File: config.mk
export PLATFORM = sky130hd
export DESIGN_NAME = fetch_unit
export DESIGN_NICKNAME = d
export VERILOG_FILES = /design/src/rtl/fetch_unit.sv
export SDC_FILE = /design/constraint.sdc
export NUM_CORES = 1
export LEC_CHECK = 0
export BUFFER_PORTS_ARGS = -buffer_cell sky130_fd_sc_hd__buf_2
export CAP_MARGIN = 5
export CORE_ASPECT_RATIO = 0.9
export CORE_MARGIN = 2
export CORE_UTILIZATION = 47
export DETAILED_ROUTE_END_ITERATION = 8
export GPL_TIMING_DRIVEN = 0
export PLACE_DENSITY = 0.9
export SYNTH_ARGS = -nofsm -noshare
export SYNTH_HDL_FRONTEND = slang
export SYNTH_SLANG_ARGS = --single-unit
File: constraint.sdc
create_clock -name clk -period 2.9 [get_ports clk]
set_input_delay 0.87 -clock clk [delete_from_list [all_inputs] [get_ports clk]]
set_output_delay 0.87 -clock clk [all_outputs]
set_load 0.01 [all_outputs]
File: src/rtl/fetch_unit.sv
// Instruction-fetch stage: owns the PC and drives the IF/ID register.
// Ports: clk, rst, stall, redirect(_pc), imem_* handshake, if_* bundle, pc, halted.
module fetch_unit #(
    parameter logic [15:0] RESET_PC   = 16'h0000,
    parameter logic [3:0]  HLT_OPCODE = 4'hF,
    parameter logic [15:0] NOP_INSTR  = 16'h0000
) (
    input  logic        clk,
    input  logic        rst,
    input  logic        stall,
    input  logic        redirect,
    input  logic [15:0] redirect_pc,
    output logic        imem_req,
    output logic [15:0] imem_addr,
    input  logic [15:0] imem_rdata,
    input  logic        imem_valid,
    output logic        ifid_en,
    output logic [15:0] if_instr,
    output logic [15:0] if_nextpc,
    output logic        if_flush,
    output logic [15:0] pc,
    output logic        halted
);

    typedef enum logic [1:0] {
        FETCH = 2'd0,
        BUF   = 2'd1,
        HALT  = 2'd2
    } state_t;

    state_t      r_state;
    state_t      w_state_nx;
    logic [15:0] r_pc;
    logic [15:0] w_pc_nx;
    logic [15:0] r_buf;
    logic [15:0] w_buf_nx;
    logic [15:0] w_pc2;
    logic [15:0] w_rpc;

    assign w_pc2     = r_pc + 16'd2;
    assign w_rpc     = {redirect_pc[15:1], 1'b0};
    assign pc        = r_pc;
    assign imem_addr = r_pc;

    always_ff @(posedge clk) begin
        if (rst) begin
            r_state <= FETCH;
            r_pc    <= RESET_PC;
            r_buf   <= NOP_INSTR;
        end else begin
            r_state <= w_state_nx;
            r_pc    <= w_pc_nx;
            r_buf   <= w_buf_nx;
        end
    end

    always_comb begin
        imem_req   = 1'b0;
        ifid_en    = 1'b0;
        if_flush   = 1'b0;
        if_instr   = NOP_INSTR;
        if_nextpc  = w_pc2;
        halted     = 1'b0;
        w_state_nx = r_state;
        w_pc_nx    = r_pc;
        w_buf_nx   = r_buf;
        if (rst) begin
            if_nextpc = RESET_PC + 16'd2;
        end else if (redirect) begin
            // Squash whatever is in flight; any response this cycle is dropped.
            ifid_en    = 1'b1;
            if_flush   = 1'b1;
            if_nextpc  = w_rpc;
            halted     = (r_state == HALT);
            w_state_nx = FETCH;
            w_pc_nx    = w_rpc;
            w_buf_nx   = NOP_INSTR;
        end else begin
            unique case (r_state)
                FETCH: begin
                    imem_req = 1'b1;
                    if (imem_valid && !stall) begin
                        ifid_en  = 1'b1;
                        if_instr = imem_rdata;
                        w_pc_nx  = w_pc2;
                        if (imem_rdata[15:12] == HLT_OPCODE)
                            w_state_nx = HALT;
                    end else if (imem_valid) begin
                        // Decode busy: park the word so the request can retire.
                        w_buf_nx   = imem_rdata;
                        w_state_nx = BUF;
                    end
                end
                BUF: begin
                    if_instr = r_buf;
                    if (!stall) begin
                        ifid_en    = 1'b1;
                        w_pc_nx    = w_pc2;
                        w_state_nx = (r_buf[15:12] == HLT_OPCODE) ? HALT : FETCH;
                    end
                end
                HALT: begin
                    halted = 1'b1;
                end
                default: begin
                    w_state_nx = FETCH;
                end
            endcase
        end
    end

endmodule

# Word level (Yosys, flattened, before mapping)
# Index checks and enable logic that the tools add are counted.
[totals]
wordCells = 56
input_bits = 37
out_inout_bits = 68
reg_bits = 34
[op_classes]
n_addsub = 1
mux = 29
reduce_logical = 10
bitwise_logic = 2
eq_ne = 10
[op_table]
columns = ["cell", "n"]
rows = [
  ["$mux W16", 8],
  ["$pmux W16 S2", 2],
  ["$add A16 B2 Y16 const B", 1],
  ["$mux W1", 12],
  ["$ne A3 B3 Y1 const B", 4],
  ["$mux W2", 5],
  ["$reduce_and A3 Y1", 3],
  ["$eq A4 B4 Y1 const B", 2],
  ["$pmux W2 S3", 1],
  ["$ne A2 B2 Y1 const B", 2],
  ["$reduce_and A4 Y1", 1],
  ["$reduce_bool A3 Y1", 1],
  ["$eq A2 B1 Y1 const B", 1],
  ["$eq A2 B2 Y1 const B", 1],
  ["$logic_not A2 Y1", 1],
  ["$not A1 Y1", 2],
  ["$pmux W1 S2", 1],
  ["$reduce_bool A2 Y1", 1],
  ["$reduce_or A2 Y1", 1],
  ["$logic_and A1 B1 Y1", 1],
  ["$logic_not A1 Y1", 1],
]

# Depth between registers and ports, before layout
# Gate-level depths: netlist of the first run.
[logic_depth]
word_depth = 6
ltp_mapped = 7
depth_no_buf = 5

# Least setup slack after synthesis of the first run
# OpenSTA, ideal clock, no wires.
[synth_timing]
kind = "input to output"
startpoint = "input stall"
endpoint = "output if_instr[10]"
path_buffers = 1
arrival_ns = 1.919
setup_slack_ns = 0.111
required_time_ns = 2.030
stages = 5
cell_sequence = "or2_2 -> nor2_1 -> buf_2 -> a22oi_1 -> nor2_1"
[synth_via]
elab_chain_len = 6
[synth_lines]
columns = ["item", "line_no", "rtl"]
rows = [
  ["start, declared", "10", "input logic stall,"],
  ["$logic_not A1 Y1", "n/a", ""],
  ["$logic_and A1 B1 Y1", "82", "if (imem_valid && !stall) begin"],
  ["$mux W16", "82", ""],
  ["$pmux W16 S2", "79", "unique case (r_state)"],
  ["$mux W16", "69", "end else if (redirect) begin"],
  ["$mux W16", "67", "if (rst) begin"],
  ["end, declared", "18", "output logic [15:0] if_instr,"],
]
# Every way passes these cells.

# Final worst setup path of the first run
[layout_timing]
startpoint = "input imem_valid"
endpoint = "output ifid_en"
[layout_via]
elab_chain_len = 5
[layout_lines]
columns = ["item", "line_no", "rtl"]
rows = [
  ["start, declared", "16", "input logic imem_valid,"],
  ["$logic_and A1 B1 Y1", "82", ""],
  ["$mux W1", "82", ""],
  ["$pmux W1 S2", "79", ""],
  ["$mux W1", "69", ""],
  ["$mux W1", "67", ""],
  ["end, declared", "17", "output logic ifid_en,"],
]
# Every way passes these cells.

==> impl_metrics.json, run 1 <==
{
  "outcome": "finished, final reports clean",
  "cts_inserted_buffers": 5,
  "grt_pass1_wl_mm": 10.92,
  "rows": 23,
  "yosysSeqAreaShare_pct": 29.12,
  "die_area_um2": 5399,
  "fmax_mhz": 354.4,
  "drt_iter0_markers": 223,
  "syn_area_per_cell_um2": 7.294,
  "root_buffer": "clkbuf_8",
  "highest_layer": "met4",
  "hold_slack_ps": 455.9,
  "wl_met1_mm": 2.806,
  "yosysUniqueCellTypes": 48,
  "hold_class": "register to register",
  "dr_wl_met3_um": 533,
  "max_cap_violations": 0,
  "r2r-start": "imem_addr[1]$_SDFFE_PP0P_",
  "drc": 0,
  "n_antenna_cell": 0,
  "final_nets": 457,
  "syn2layout_area_growth_pct": 33.76,
  "synthesis.area_um2": 2268,
  "clock_sinks": 33,
  "grt_pass1_vias": 2367,
  "grt_setup_unrepaired": "no",
  "via_per_inst": 5.492,
  "core_area_um2": 4547,
  "slew_headroom_pct": 62.29,
  "slew_violations": 0,
  "clk_latency_ps": 290,
  "hold_viol": 0,
  "cp-end-kind": "output pin",
  "place_congestion": 0.8508,
  "grt_overflow": 0,
  "die_y_um": 69.91,
  "fp.dieW_um": 77.23,
  "via_count": 2647,
  "yosys_warnings": 0,
  "period_share_pct": 97.29,
  "wl_per_cell_um": 14.17,
  "setup_violations": 0,
  "h-tree-depth": 2,
  "grtUsageTotal_pct": 24.75,
  "cp.arrival_ps": 1950,
  "ant_nets": 0,
  "tritoncts": "done",
  "async_flop_share_pct": 0,
  "cts_buffer_depth": 2,
  "tns_ps": 0,
  "min_period_ps": 2821,
  "powerDensity_nw_per_um2": 390.3,
  "worstSetupPathType": "input pin to output pin",
  "dr.pass1.iters": 5,
  "synthCells": 311,
  "skew_ps": 9.123,
  "routed_wl_mm": 6.828,
  "grt_max_degree": 11,
  "tightestPinTransition_ps": 565.6,
  "clk_pin_slew_ps": 70,
  "min_from": "r_buf[11]$_SDFFE_PP0P_",
  "antenna_found_initial": 0,
  "hpwl_mm": 4.952,
  "cp.required_ps": 2030,
  "ys_ff_latch": 33,
  "synth_flop_cell": "dfxtp_1",
  "irDropWorstVdd_mv": 0.2778,
  "cp_max_fo": 7,
  "synth-edff-count": 0,
  "timing.critical_path.from": "imem_valid",
  "wl_met2_mm": 3.343,
  "port-buffer-count": 99,
  "leakage_uw": 0.001381,
  "io-pin-count": 105,
  "start_util_pct": 49.89,
  "drive_gt1_share_pct": 37.62,
  "start_kind": "input pin"
}
==> state kept, by name, indices dropped and copies added, names as in the netlist <==
name       cells
imem_addr     15
r_buf         16
r_state        2
==> final cells by class <==
class / count / area, um^2
fillers: 394 / 1513
plain buffers: 35 / 222.7
clock buffers: 7 / 96.34
well taps: 62 / 77.57
multi-input cells: 230 / 1405
repair buffers: 100 / 503.0
flip-flops and latches: 33 / 671.9
clock inverters: 1 / 5.005
inverters: 14 / 52.55
==> worst max-delay path, stage by stage <==
cell and delay (ps):
buf_2 130, or2_1 210, clkbuf_2 170, nand2_1 290, a21oi_1 120, buf_2 170
==> final timing paths <==
kind | end | slack, ps | depth (start not counted)
setup / recovery | ifid_en | 80 | 6
hold / removal | r_buf[11]$_SDFFE_PP0P_ | 460 | 2
hold reg to reg | r_buf[11]$_SDFFE_PP0P_ | 460 | 2
setup reg to reg | imem_addr[11]$_SDFFE_PP0P_ | 1190 | 5
==> where the power goes <==
group | switching, uW | internal, uW
clock network | 174 | 215
registers | 33.1 | 474
logic | 156 | 132
total | 363 | 821
==> cell families (layout without fill, tap and decap cells) <==
kind of cell             Yosys count  count (layout)  synth area share [%]
AO/OA/AOI/OAI                     89              89                 27.36
AND/OR/NAND/NOR                  122             122                 25.37
adder cells (fa/ha/maj)            1               1                0.5515
flip-flops                        33              33                 29.12
multiplexers                       1               1                0.4413
XOR/XNOR                          14              14                 5.406
other                              1               3                0.1653
buffers and inverters             50             157                 11.58
==> timing repair <==
action                                  4_1_cts  5_1_grt
endpoints found under the setup margin       20       21
pin swaps                                     2        1
hold buffers                                  0        0
gates resized for setup                      11       18
buffers inserted                              1        0
==> cell usage in the layout, fill, tap and decap left out, types with 2 or more instances in the layout <==
master    count
or2_1         2
o31a_1        8
clkbuf_8      7
and4_4        2
a211oi_1      7
clkbuf_2      5
a22oi_1      15
nor2_1       31
or2_2         2
inv_1        14
buf_4        19
clkbuf_1      5
nor3b_1       3
nor3_1        5
nand2b_1      2
nand3_1       8
dfxtp_2       3
a21boi_0     13
xor2_1        8
conb_1        3
dfxtp_1      28
nand2_1      46
dfxtp_4       2
o21ai_0       3
o311a_1       2
buf_2       104
nand4_1       3
nor2b_1       2
nor4_1        4
a211o_1       2
a21oi_1      30
xnor2_1       6
==> routing by layer <==
metal / vias up / track usage, %
met3: 16 / 5.426
met1: 1214 / 31.87
met5: - / 0
li1: 1286 / -
met2: 131 / 39.90
met4: 0 / 10.52
==> synthesized netlist by cell type, types with 2 or more instances <==
| master | instances | area (um^2) |
|---|---|---|
| nor3_1 | 6 | 30.03 |
| nand2_1 | 46 | 172.7 |
| nor4_1 | 4 | 25.02 |
| or2_2 | 3 | 18.77 |
| a211o_1 | 2 | 17.52 |
| nand4_1 | 3 | 18.77 |
| o31a_1 | 8 | 70.07 |
| a21boi_0 | 13 | 97.59 |
| buf_1 | 2 | 7.510 |
| a21oi_1 | 30 | 150.1 |
| nor3b_1 | 3 | 22.52 |
| a211oi_1 | 7 | 52.55 |
| nor2_1 | 33 | 123.9 |
| nand3_1 | 9 | 45.04 |
| xor2_1 | 8 | 70.07 |
| inv_1 | 14 | 52.55 |
| o311a_1 | 2 | 20.02 |
| buf_4 | 18 | 135.1 |
| o21ai_0 | 3 | 15.01 |
| and4_4 | 2 | 22.52 |
| clkbuf_1 | 10 | 37.54 |
| nor2b_1 | 2 | 12.51 |
| or2_1 | 2 | 12.51 |
| buf_2 | 5 | 25.02 |
| dfxtp_1 | 33 | 660.6 |
| xnor2_1 | 6 | 52.55 |
| a22oi_1 | 15 | 112.6 |
| nand2b_1 | 2 | 12.51 |
==> per-stage QoR <==
stage	setup slack, ps	total power (uW)	utilization (%)	area [um^2]	cells
2_1_floorplan	111.4	678.1	-	2276	313
3_3_place_gp	-278.9	779.3	62.66	2849	474
3_5_place_dp	-319.9	787.4	62.66	2849	474
4_1_cts	3.642	1175	65.77	2990	483
5_1_grt	5.069	1237	66.73	3034	482
6_report	78.55	1184	66.73	3034	482
Note: power is estimated with default switching activity, not from simulation.
==> inputs of run 2 (changes only) <==
--- a/config.mk
+++ b/config.mk
@@ -5,6 +5,7 @@
 export SDC_FILE = /design/constraint.sdc
 export NUM_CORES = 1
 export LEC_CHECK = 0
+export ABC_AREA = 1
 export BUFFER_PORTS_ARGS = -buffer_cell sky130_fd_sc_hd__buf_2
 export CAP_MARGIN = 5
 export CORE_ASPECT_RATIO = 0.9
@@ -12,7 +13,7 @@
 export CORE_UTILIZATION = 47
 export DETAILED_ROUTE_END_ITERATION = 8
 export GPL_TIMING_DRIVEN = 0
-export PLACE_DENSITY = 0.9
+export PLACE_DENSITY = 0.91
 export SYNTH_ARGS = -nofsm -noshare
 export SYNTH_HDL_FRONTEND = slang
 export SYNTH_SLANG_ARGS = --single-unit
==> impl_metrics.json, run 2 <==
{
  "outcome": "finished, final reports clean",
  "dr.pass1.iters": 5,
  "ant_nets": 0,
  "hold-path-cell-count": 2,
  "final_common_cell": "buf_2",
  "crit_path_frequent_cell": "buf_2",
  "hold_class": "register to register",
  "multi_input_area_um2": 1227,
  "syn2layout_area_growth_pct": 31.95,
  "cp_slowest_cell": "clkbuf_1",
  "synth.top_cell.area_share_pct": 29.28,
  "start_util_pct": 49.61,
  "h-tree-depth": 2,
  "die_y_um": 69.73,
  "largest-register": "r_buf",
  "dp_slack_ps": -71.63,
  "grt_overflow": 0,
  "largest_reg_flops": 16,
  "min_period_ps": 2791,
  "leakage_uw": 0.001580,
  "clock_sinks": 33,
  "cts_buffer_depth": 2,
  "async_flop_share_pct": 0,
  "grtUsageTotal_pct": 23.66,
  "placed_area_um2": 2841,
  "cts_inserted_buffers": 5,
  "yosysUniqueCellTypes": 29,
  "yosys_warnings": 0,
  "io-pin-count": 105,
  "core_area_um2": 4547,
  "grt_setup_unrepaired": "no",
  "max_stage_delay_ps": 400,
  "r2r-end": "imem_addr[9]$_SDFFE_PP0P_",
  "irDropWorstVdd_mv": 0.2760,
  "synth_area_leader_cell": "dfxtp_1",
  "reg2reg_depth": 9,
  "r2r-start": "imem_addr[2]$_SDFFE_PP0P_",
  "tritoncts": "done",
  "drt_iter0_markers": 250,
  "rows": 23,
  "place_congestion": 0.9180,
  "hpwl_mm": 4.778,
  "path_delay_family": "buffers and inverters",
  "drc": 0,
  "drive_gt1_share_pct": 33.69,
  "wl_met1_mm": 2.633,
  "cp_num_buf_inv": 3,
  "final.setup.worst_slack_ps": 109.2,
  "period_share_pct": 96.24,
  "routed_wl_mm": 6.489,
  "n_antenna_cell": 0,
  "synth-edff-count": 0,
  "antenna_found_initial": 0,
  "grt_pass1_wl_mm": 10.61,
  "regArea_um2": 661.9,
  "fmax_mhz": 358.3,
  "synthesis.area_um2": 2256,
  "syn_area_per_cell_um2": 6.391,
  "via_count": 2709,
  "grt_pass1_vias": 2398,
  "setup_violations": 0,
  "die_area_um2": 5371,
  "skew_ps": 6.579,
  "cp.arrival_ps": 1920,
  "yosys-top-cells-area": "dfxtp_1, nand2_1, nor2_1",
  "holdBufCountCts": 0,
  "placed_cells": 517,
  "synth_most_common_cell": "nand2_1",
  "synthTopCellsByCount": "nand2_1, nor2_1, inv_1",
  "cp.required_ps": 2030,
  "timing.critical_path.from": "redirect",
  "hold_viol": 0,
  "hold_end": "r_buf[4]$_SDFFE_PP0P_",
  "powerDensity_nw_per_um2": 424.8,
  "clk_latency_ps": 280,
  "wl_per_cell_um": 12.36,
  "fp.dieW_um": 77.03,
  "final_nets": 501,
  "slew_violations": 0,
  "cp_max_fo": 10,
  "start_kind": "input pin",
  "root_buffer": "clkbuf_8",
  "synth_flop_cell": "dfxtp_1",
  "wl_met2_mm": 3.084,
  "stdcell_area_um2": 2977,
  "yosysSeqAreaShare_pct": 29.28,
  "worstSetupPathType": "input pin to output pin",
  "fillers": 438,
  "synthCells": 353,
  "ys_ff_latch": 33,
  "port-buffer-count": 100,
  "max_cap_violations": 0,
  "dr_wl_met3_um": 626,
  "rrSetupSlack_ps": 1330,
  "cp-end-kind": "output pin",
  "crit_chain": "buf_2 > clkbuf_1 > nand2_1 > a21oi_1 > buf_2",
  "highest_layer": "met4",
  "grt_max_degree": 11,
  "via_per_inst": 5.160,
  "clk_pin_slew_ps": 60,
  "min_from": "r_buf[4]$_SDFFE_PP0P_",
  "mostFrequentLayoutCells": "buf_2, nand2_1, nor2_1",
  "final_cells": 525
}
## run 2: cell count changes after synthesis, moves of 13 or more
cell / before / now
o21ai_0: 3 / 18
inv_1: 14 / 38
nand3_1: 9 / 26
nand2_1: 46 / 62
nor2_1: 33 / 61
a21boi_0: 13 / 0
o21ai_1: 0 / 13
## run 2: area by class of cell
type	count	area share, %
clock buffers	5	2.312
plain buffers	33	7.860
well taps	62	2.606
multi-input cells	246	41.24
flip-flops and latches	33	22.24
repair buffers	101	17.07
inverters	43	5.507
clock inverters	2	1.177
## run 2: worst reg2reg max path, stage by stage (launching register included)
cell and delay, ps:
dfxtp_1 410, ha_1 240, nand2_1 140, nor2_4 190, nand2_1 100, xor2_1 160
nand2_1 80, nand3_1 70, nand2_1 60, inv_1 30
## run 2: where the power goes
part	internal [uW]	switching, uW
Sequential	480	38.0
Combinational	145	185
Clock	250	166
## run 2: worst max-delay path by stage
| stage | to | slack (ps) | depth (start not counted) |
|---|---|---|---|
| final | if_nextpc[12] | 110 | 5 |
| after global routing | if_nextpc[15] | 20 | 8 |
| after CTS | if_instr[12] | 40 | 7 |
| after detailed placement | if_instr[12] | -70 | 7 |
| after global placement | if_instr[12] | -70 | 7 |
| after floorplan | if_instr[10] | 320 | 5 |
## run 2: timing repair
item | CTS | global route
gates resized for setup | 2 | 5
endpoints found under the setup margin | 11 | 13
buffers inserted | 0 | 1
pin swaps | 0 | 1
## run 2: cells by family (layout without fill, tap and decap cells)
family	after synthesis	in the layout	share of synthesized area [%]
other	1	3	0.1662
XOR/XNOR	2	2	0.7766
adder cells (fa/ha/maj)	1	1	0.5545
AND/OR/NAND/NOR	166	166	32.78
flip-flops	33	33	29.28
AO/OA/AOI/OAI	74	74	18.91
buffers and inverters	76	184	17.53
## run 2: routing by layer
layer  vias to the layer above  global-route usage (%)
met5                         -                       0
li1                       1345                       -
met1                      1203                   28.80
met3                        17                   5.078
met2                       144                   41.42
met4                         0                   7.738
## run 2: through the flow
step                utilization [%]  hold slack, ps  total power [uW]  TNS (ps)
floorplan                         -           438.8             728.7         0
global placement              62.49           451.2             843.1    -463.9
detailed placement            62.49           460.3             850.9    -386.7
CTS                           64.89           469.4              1263         0
global route                  65.47           504.7              1330         0
finish                        65.47           470.2              1264         0
==> inputs of run 3 (changes only) <==
--- a/config.mk
+++ b/config.mk
@@ -8,12 +8,13 @@
 export ABC_AREA = 1
 export BUFFER_PORTS_ARGS = -buffer_cell sky130_fd_sc_hd__buf_2
 export CAP_MARGIN = 5
-export CORE_ASPECT_RATIO = 0.9
 export CORE_MARGIN = 2
 export CORE_UTILIZATION = 47
 export DETAILED_ROUTE_END_ITERATION = 8
+export GPL_ROUTABILITY_DRIVEN = 0
 export GPL_TIMING_DRIVEN = 0
 export PLACE_DENSITY = 0.91
+export SETUP_SLACK_MARGIN = 0.4
 export SYNTH_ARGS = -nofsm -noshare
 export SYNTH_HDL_FRONTEND = slang
 export SYNTH_SLANG_ARGS = --single-unit
==> impl_metrics.json, run 3 (same netlist as run 2, synthesis figures left out) <==
{
  "wl_per_cell_um": 15.00,
  "skew_ps": 4.220,
  "syn2layout_area_growth_pct": 61.01,
  "via_count": 3013,
  "tns_ps": 0,
  "grt_pass1_wl_mm": 11.74,
  "drc": 0,
  "tritoncts": "done",
  "hpwl_mm": 4.916,
  "cp_slowest_cell": "nor2_8",
  "max_stage_delay_ps": 180,
  "dp_slack_ps": 56.29,
  "period_share_pct": 90.06,
  "cts_buffer_depth": 2,
  "final.setup.worst_slack_ps": 288.3,
  "port-buffer-count": 100,
  "mostFrequentLayoutCells": "buf_2, nand2_1, buf_4",
  "dr.pass1.iters": 5,
  "slew_violations": 0,
  "clk_latency_ps": 290,
  "cp.required_ps": 2030,
  "max_cap_violations": 0,
  "cp.arrival_ps": 1740,
  "antenna_found_initial": 0,
  "start_kind": "input pin",
  "cp_max_fo": 6,
  "final_nets": 532,
  "cp-end-kind": "output pin",
  "powerDensity_nw_per_um2": 361.3,
  "rows": 25,
  "power_uw": 1312,
  "grt_max_degree": 11,
  "hold_viol": 0,
  "clock_sinks": 33,
  "worstSetupPathType": "input pin to output pin",
  "io-pin-count": 105,
  "via_per_inst": 5.488,
  "hold_class": "register to register",
  "die_area_um2": 5370,
  "fp.dieW_um": 73.28,
  "grt_overflow": 0,
  "crit_chain": "buf_8 > clkinv_4 > nand2_4 > nor2_8 > buf_6 > a22oi_2 > nor2_1 > buf_2",
  "largest_reg_flops": 16,
  "largest-register": "r_buf",
  "grt_pass1_vias": 2664,
  "routed_wl_mm": 8.237,
  "setup_violations": 0,
  "ant_nets": 0,
  "grt_setup_unrepaired": "yes",
  "n_antenna_cell": 0,
  "irDropWorstVdd_mv": 0.3339,
  "clk_pin_slew_ps": 70,
  "outcome": "finished, final reports clean",
  "grtUsageTotal_pct": 28.16,
  "final_common_cell": "buf_2",
  "drive_gt1_share_pct": 51.72,
  "core_area_um2": 4661,
  "start_util_pct": 48.40,
  "root_buffer": "clkbuf_8",
  "fmax_mhz": 382.9,
  "leakage_uw": 0.001802,
  "h-tree-depth": 2,
  "cts_inserted_buffers": 5,
  "drt_iter0_markers": 265,
  "min_period_ps": 2612,
  "die_y_um": 73.28
}
## run 3: cell types whose count changed in the layout (fill, tap and decap cells not counted), sizes merged
| cell | delta |
|---|---|
| buf | +32 |
| bufinv | -1 |
| clkbuf | +1 |
| inv | -1 |
| nand2 | +1 |
## run 3: area by class of cell
cell class | count | area [um^2]
multi-input cells | 247 | 1520
fillers | 319 | 1028
repair buffers | 131 | 805.8
flip-flops and latches | 33 | 695.7
plain buffers | 33 | 286.5
inverters | 43 | 176.4
clock buffers | 8 | 80.08
well taps | 54 | 67.56
## run 3: critical path, delay by kind of cell
kind | cells | cell delay, ps
AO/OA/AOI/OAI | 1 | 50
buffers and inverters | 4 | 430
AND/OR/NAND/NOR | 3 | 370
## run 3: power breakdown
part	internal (uW)	leakage (uW)	switching (uW)
Sequential	482	0.000277	45.2
Combinational	201	0.00149	233
Clock	171	0.0000395	180
## run 3: final timing paths
kind / from / end / slack (ps) / cells after the start
min: r_buf[4]$_SDFFE_PP0P_ / r_buf[4]$_SDFFE_PP0P_ / 480 / 2
max: stall / if_instr[3] / 290 / 8
max reg2reg: r_state[0]$_SDFFE_PP0P_ / imem_addr[7]$_SDFFE_PP0P_ / 1290 / 12
min reg2reg: r_buf[4]$_SDFFE_PP0P_ / r_buf[4]$_SDFFE_PP0P_ / 480 / 2
## run 3: what timing repair did
| action | 4_1_cts | 5_1_grt |
|---|---|---|
| setup endpoints to repair | 35 | 33 |
| hold buffers | 0 | 0 |
| pin swaps | 12 | 32 |
| endpoints found under the hold margin | 0 | 0 |
| gates resized for setup | 66 | 79 |
| gates cloned | 4 | 0 |
| buffers inserted | 16 | 12 |
## run 3: layer usage
| layer | vias up | GRT usage, % | part of all wire, % |
|---|---|---|---|
| met5 | - | 0 | 0 |
| met4 | 0 | 11.93 | 2.9 |
| met3 | 37 | 6.996 | 9.0 |
| met2 | 211 | 50.55 | 52 |
| met1 | 1355 | 31.32 | 36 |
| li1 | 1410 | - | - |
## run 3: through the flow
| step | util [%] | cell area, um^2 | hold slack (ps) | cells |
|---|---|---|---|---|
| after global routing | 77.93 | 3632 | 505.7 | 549 |
| after floorplan | - | 2271 | 438.8 | 355 |
| after CTS | 70.12 | 3268 | 472.0 | 537 |
| after global placement | 60.91 | 2839 | 452.1 | 509 |
| final | 77.93 | 3632 | 481.4 | 549 |
| after detailed placement | 60.91 | 2839 | 459.8 | 509 |
